<file path="config.mk">
export PLATFORM = sky130hd
export DESIGN_NAME = llm_signal_conditioner
export DESIGN_NICKNAME = d
export VERILOG_FILES = /design/src/rtl/llm_signal_conditioner.sv
export SDC_FILE = /design/constraint.sdc
export NUM_CORES = 1
export LEC_CHECK = 0
export CORE_AREA = 5 5 60 62
export DETAILED_ROUTE_END_ITERATION = 6
export DIE_AREA = 0 0 65 67
export SLEW_MARGIN = 30
export SYNTH_ARGS = -nofsm -noshare
export SYNTH_HDL_FRONTEND = slang
export SYNTH_SLANG_ARGS = --single-unit
</file>
<file path="constraint.sdc">
create_clock -name clock -period 1.5 [get_ports clock]
set_input_delay 0.15 -clock clock [delete_from_list [all_inputs] [get_ports clock]]
set_output_delay 0.15 -clock clock [all_outputs]
set_load 0.02 [all_outputs]
</file>
<file path="src/rtl/llm_signal_conditioner.sv">
// Synchronises, debounces and priority-resolves the raw green/red/yellow trigger lines.
// Optional GLITCH_COUNT_EN adds a saturating glitch_count output.
module llm_signal_conditioner #(
  parameter int unsigned DEBOUNCE_CYCLES = 4,
  parameter int unsigned SYNC_STAGES     = 2
) (
  input  logic       clock,
  input  logic       reset,
  input  logic       raw_green,
  input  logic       raw_red,
  input  logic       raw_yellow,
  output logic       green,
  output logic       red,
  output logic       yellow,
  output logic       conflict,
`ifdef GLITCH_COUNT_EN
  output logic [7:0] glitch_count,
`endif
  output logic       stable
);

  localparam int unsigned CntW = $clog2(DEBOUNCE_CYCLES + 1);

  // Channel index: 0 green, 1 red, 2 yellow.
  logic [2:0]             raw;
  logic [SYNC_STAGES-1:0] sync_q [3];
  logic [2:0]             sync_x;
  logic [2:0]             db_q, db_d;
  logic [CntW-1:0]        cnt_q [3];
  logic [CntW-1:0]        cnt_d [3];
  logic [2:0]             glitch;
  logic                   quiet;

  assign raw = {raw_yellow, raw_red, raw_green};

  always_ff @(posedge clock or posedge reset) begin
    if (reset) begin
      for (int c = 0; c < 3; c++) begin
        sync_q[c] <= '0;
        cnt_q[c]  <= '0;
      end
      db_q <= '0;
    end else begin
      for (int c = 0; c < 3; c++) begin
        sync_q[c] <= {sync_q[c][SYNC_STAGES-2:0], raw[c]};
        cnt_q[c]  <= cnt_d[c];
      end
      db_q <= db_d;
    end
  end

  always_comb begin
    db_d   = db_q;
    glitch = '0;
    quiet  = 1'b1;
    for (int c = 0; c < 3; c++) begin
      sync_x[c] = sync_q[c][SYNC_STAGES-1];
      cnt_d[c]  = '0;
      if (sync_x[c] == db_q[c]) begin
        // Returning to the debounced level mid-count is a rejected glitch.
        glitch[c] = (cnt_q[c] != '0);
      end else if (cnt_q[c] == CntW'(DEBOUNCE_CYCLES - 1)) begin
        db_d[c] = sync_x[c];
      end else begin
        cnt_d[c] = cnt_q[c] + CntW'(1);
      end
      if (cnt_q[c] != '0 || sync_x[c] != db_q[c]) begin
        quiet = 1'b0;
      end
    end
  end

  // Red beats yellow beats green; all driven from the same debounced snapshot.
  always_ff @(posedge clock or posedge reset) begin
    if (reset) begin
      green    <= 1'b0;
      red      <= 1'b0;
      yellow   <= 1'b0;
      conflict <= 1'b0;
      stable   <= 1'b1;
    end else begin
      red      <= db_q[1];
      yellow   <= db_q[2] & ~db_q[1];
      green    <= db_q[0] & ~db_q[2] & ~db_q[1];
      conflict <= (db_q[0] & db_q[1]) | (db_q[0] & db_q[2]) | (db_q[1] & db_q[2]);
      stable   <= quiet;
    end
  end

`ifdef GLITCH_COUNT_EN
  logic [9:0] gc_sum;

  always_comb begin
    gc_sum = {2'b00, glitch_count} + 10'(glitch[0]) + 10'(glitch[1]) + 10'(glitch[2]);
  end

  always_ff @(posedge clock or posedge reset) begin
    if (reset) begin
      glitch_count <= 8'd0;
    end else begin
      glitch_count <= (gc_sum > 10'd255) ? 8'hff : gc_sum[7:0];
    end
  end
`else
  logic unused_glitch;
  assign unused_glitch = ^glitch;
`endif

endmodule

</file>
==> results.yml <==
setup_path:
  cp_top_family: "buffers and inverters"
  max_stage_delay_ns: 0.61
  critical_path_required_ns: 1.35
  worstPathCellList: "clkdlybuf4s50_1"
  reg2reg_slack_ns: 0.27
  r2r_cells: 3
  crit_path_end_kind: "output port"
  cp.buffers_inverters: 1
  critPathLaunchType: "flip-flop"
  reg2reg_from: "cnt_q[6]"
  arrival_ns: 1.28
  cp_max_fo: 1
  cp_slowest_cell: "clkdlybuf4s50_1"
  crit_type: "flip-flop to output port"
  r2r_end: "db_q[0]"
place:
  place_inst: 104
  place_congestion: 0.668
  place_ws_ns: 0.263
  portBuffers: 9
synth:
  synth_area_per_cell_um2: 14.1
  syn_inst: 61
  ys_seq_area_frac: 0.669
  yosys_warnings: 0
  synth_seq_cells: 23
  syn_area_um2: 862
  syn-num-nets: 72
  synth_cell_types: 14
routing:
  vias: 470
  drc: 0
  routedWlPerCell_um: 11.8
  wirelength_mm: 1.28
  drtPass1Iterations: 3
  drt_iter0_drc: 4
  routed_via_density: 4.35
  ant_nets: 0
global_routing:
  grt_max_degree: 17
  grt_pass1_wl_mm: 2.45
  grt_overflow: 0
  grt_pass1_vias: 563
  antenna_found_initial: 0
  grt_use_total: 0.0751
final_layout:
  synthToLayoutAreaGrowth_pct: 19.2
  fin_cells: 108
  fin_nets: 87
  final_util: 0.345
  num_antenna_cells: 0
  drive_above_1_share: 0.133
pwr:
  p_leak_nw: 0.475
  power.density_mw_per_mm2: 1720
  peakVddDrop_mv: 0.837
clocking:
  cts_made_buffers: 3
  cts.sinks: 23
  cts_tree: "done"
  htree_levels: 1
  insertion_delay_ns: 0.31
  cts_root_buf: "clkbuf_4"
  clk_pin_slew_ns: 0.13
  cts_buffer_depth: 2
die:
  rows: 20
  start_util: 0.289
  die_h_um: 67
  core_mm2: 0.00298
  ios: 10
  dieArea_mm2: 0.00436
  die_w_um: 65
timing:
  min_period_over_period: 0.951
  finalClockSkew_ns: 0.0131
  holdWs_ns: 0.0711
  worst-slew-pin-transition_ns: 0.338
  period_minus_slack_ns: 1.43
  finalSetupTns_ns: 0
  hold_viol_final: 0
  slew_headroom: 0.773
  rsz0062_at_grt: "false"
  setup_violations: 0
  report.final.slew_viol_count: 0
  fin_ws_ns: 0.0737
  max_freq_mhz: 701
status:
  status: "complete, no violations"
hold_path:
  min_path_type: "input pin to async pin"
flow_run:
  drv_cap: 0
==> sequential cells by signal, indices dropped and copies added, names as in the netlist <==
name	cells
green	1
conflict	1
db_q	3
stable	1
red	1
yellow	1
sync_q	6
cnt_q	9
==> repair_timing <==
action / 4_1_cts / 5_1_grt
buffers inserted: 0 / 0
hold buffers: 0 / 0
endpoints found under the setup margin: 1 / 0
gates resized for setup: 1 / 0
==> metal layers <==
| layer | GRT usage | part of all wire | routed length (µm) | up-vias |
|---|---|---|---|---|
| met2 | 0.119 | 0.48 | 620 | 10 |
| met1 | 0.0901 | 0.44 | 562 | 235 |
| li1 | - | - | - | 225 |
| met3 | 0.0253 | 0.075 | 96 | 0 |
| met5 | 0 | 0 | 0 | - |
| met4 | 0.0396 | 0 | 0 | 0 |
==> worst register-to-register path, cell delays in order, from the launching register on <==
cell and delay [ns]:
dfrtp_1 0.40, ha_1 0.17, nor2b_1 0.21, mux2_2 0.36
==> kinds of logic (layout without fill, tap and decap cells) <==
group | after synthesis | count (layout) | synth area share
xor gates and xnor gates | 3 | 3 | 0.0305
buffers and inverters | 7 | 21 | 0.0305
DFF | 23 | 23 | 0.669
and+or+nand+nor | 18 | 18 | 0.132
muxes | 3 | 3 | 0.0392
adders and majority gates | 7 | 7 | 0.0987
==> power by group <==
part	internal, W	switching, W	total (W)	leakage, nW
combinational	0.000300	0.000268	0.000569	0.171
sequential	0.000790	0.000130	0.000920	0.286
clock	0.0000994	0.000179	0.000278	0.0177
==> cells in the final DEF, fill, tap and decap left out, drive strengths merged <==
cell type	count
dfrtp	22
clkdlybuf4s50	8
inv	7
nor2b	6
ha	6
nor3b	4
xnor2	3
nor3	3
mux2	3
clkbuf	3
nand3	2
and2b	1
maj3	1
nor4b	1
nor2	1
clkinv	1
dlygate4sd2	1
buf	1
dfstp	1
==> cells in the mapped netlist <==
cell     instances  area (µm²)
nor2_1           1        3.75
inv_1            7        26.3
mux2_2           3        33.8
ha_1             6        75.1
dfstp_2          1        26.3
nand3_1          2        10.0
nor4b_1          1        8.76
xnor2_1          3        26.3
nor2b_1          6        37.5
and2b_2          1        8.76
nor3_1           3        15.0
maj3_1           1        10.0
nor3b_1          4        30.0
dfrtp_1         22         551
==> worst max path at each step <==
stage / start / to / cells past startpoint
final: green / green / 1
after global placement: stable / stable / 1
after global routing: green / green / 1
after CTS: green / green / 1
after floorplan: cnt_q[6] / db_q[0] / 3
after detailed placement: stable / stable / 1
==> final cells by class <==
class | instances | area [µm²]
fill | 286 | 1950
sequential | 23 | 577
multi-input combinational | 31 | 259
timing repair buffer | 10 | 96.3
tap | 33 | 41.3
inverter | 7 | 26.3
clock buffer | 3 | 22.5
clock inverter | 1 | 5.00
==> per-stage QoR <==
step	power, W	cell area, µm²
final	0.00177	1030
after detailed placement	0.00152	1000
after global placement	0.00148	1000
after floorplan	0.00129	862
after global routing	0.00192	1030
after CTS	0.00180	1030
No activity file was read; power rests on OpenSTA's default activity.
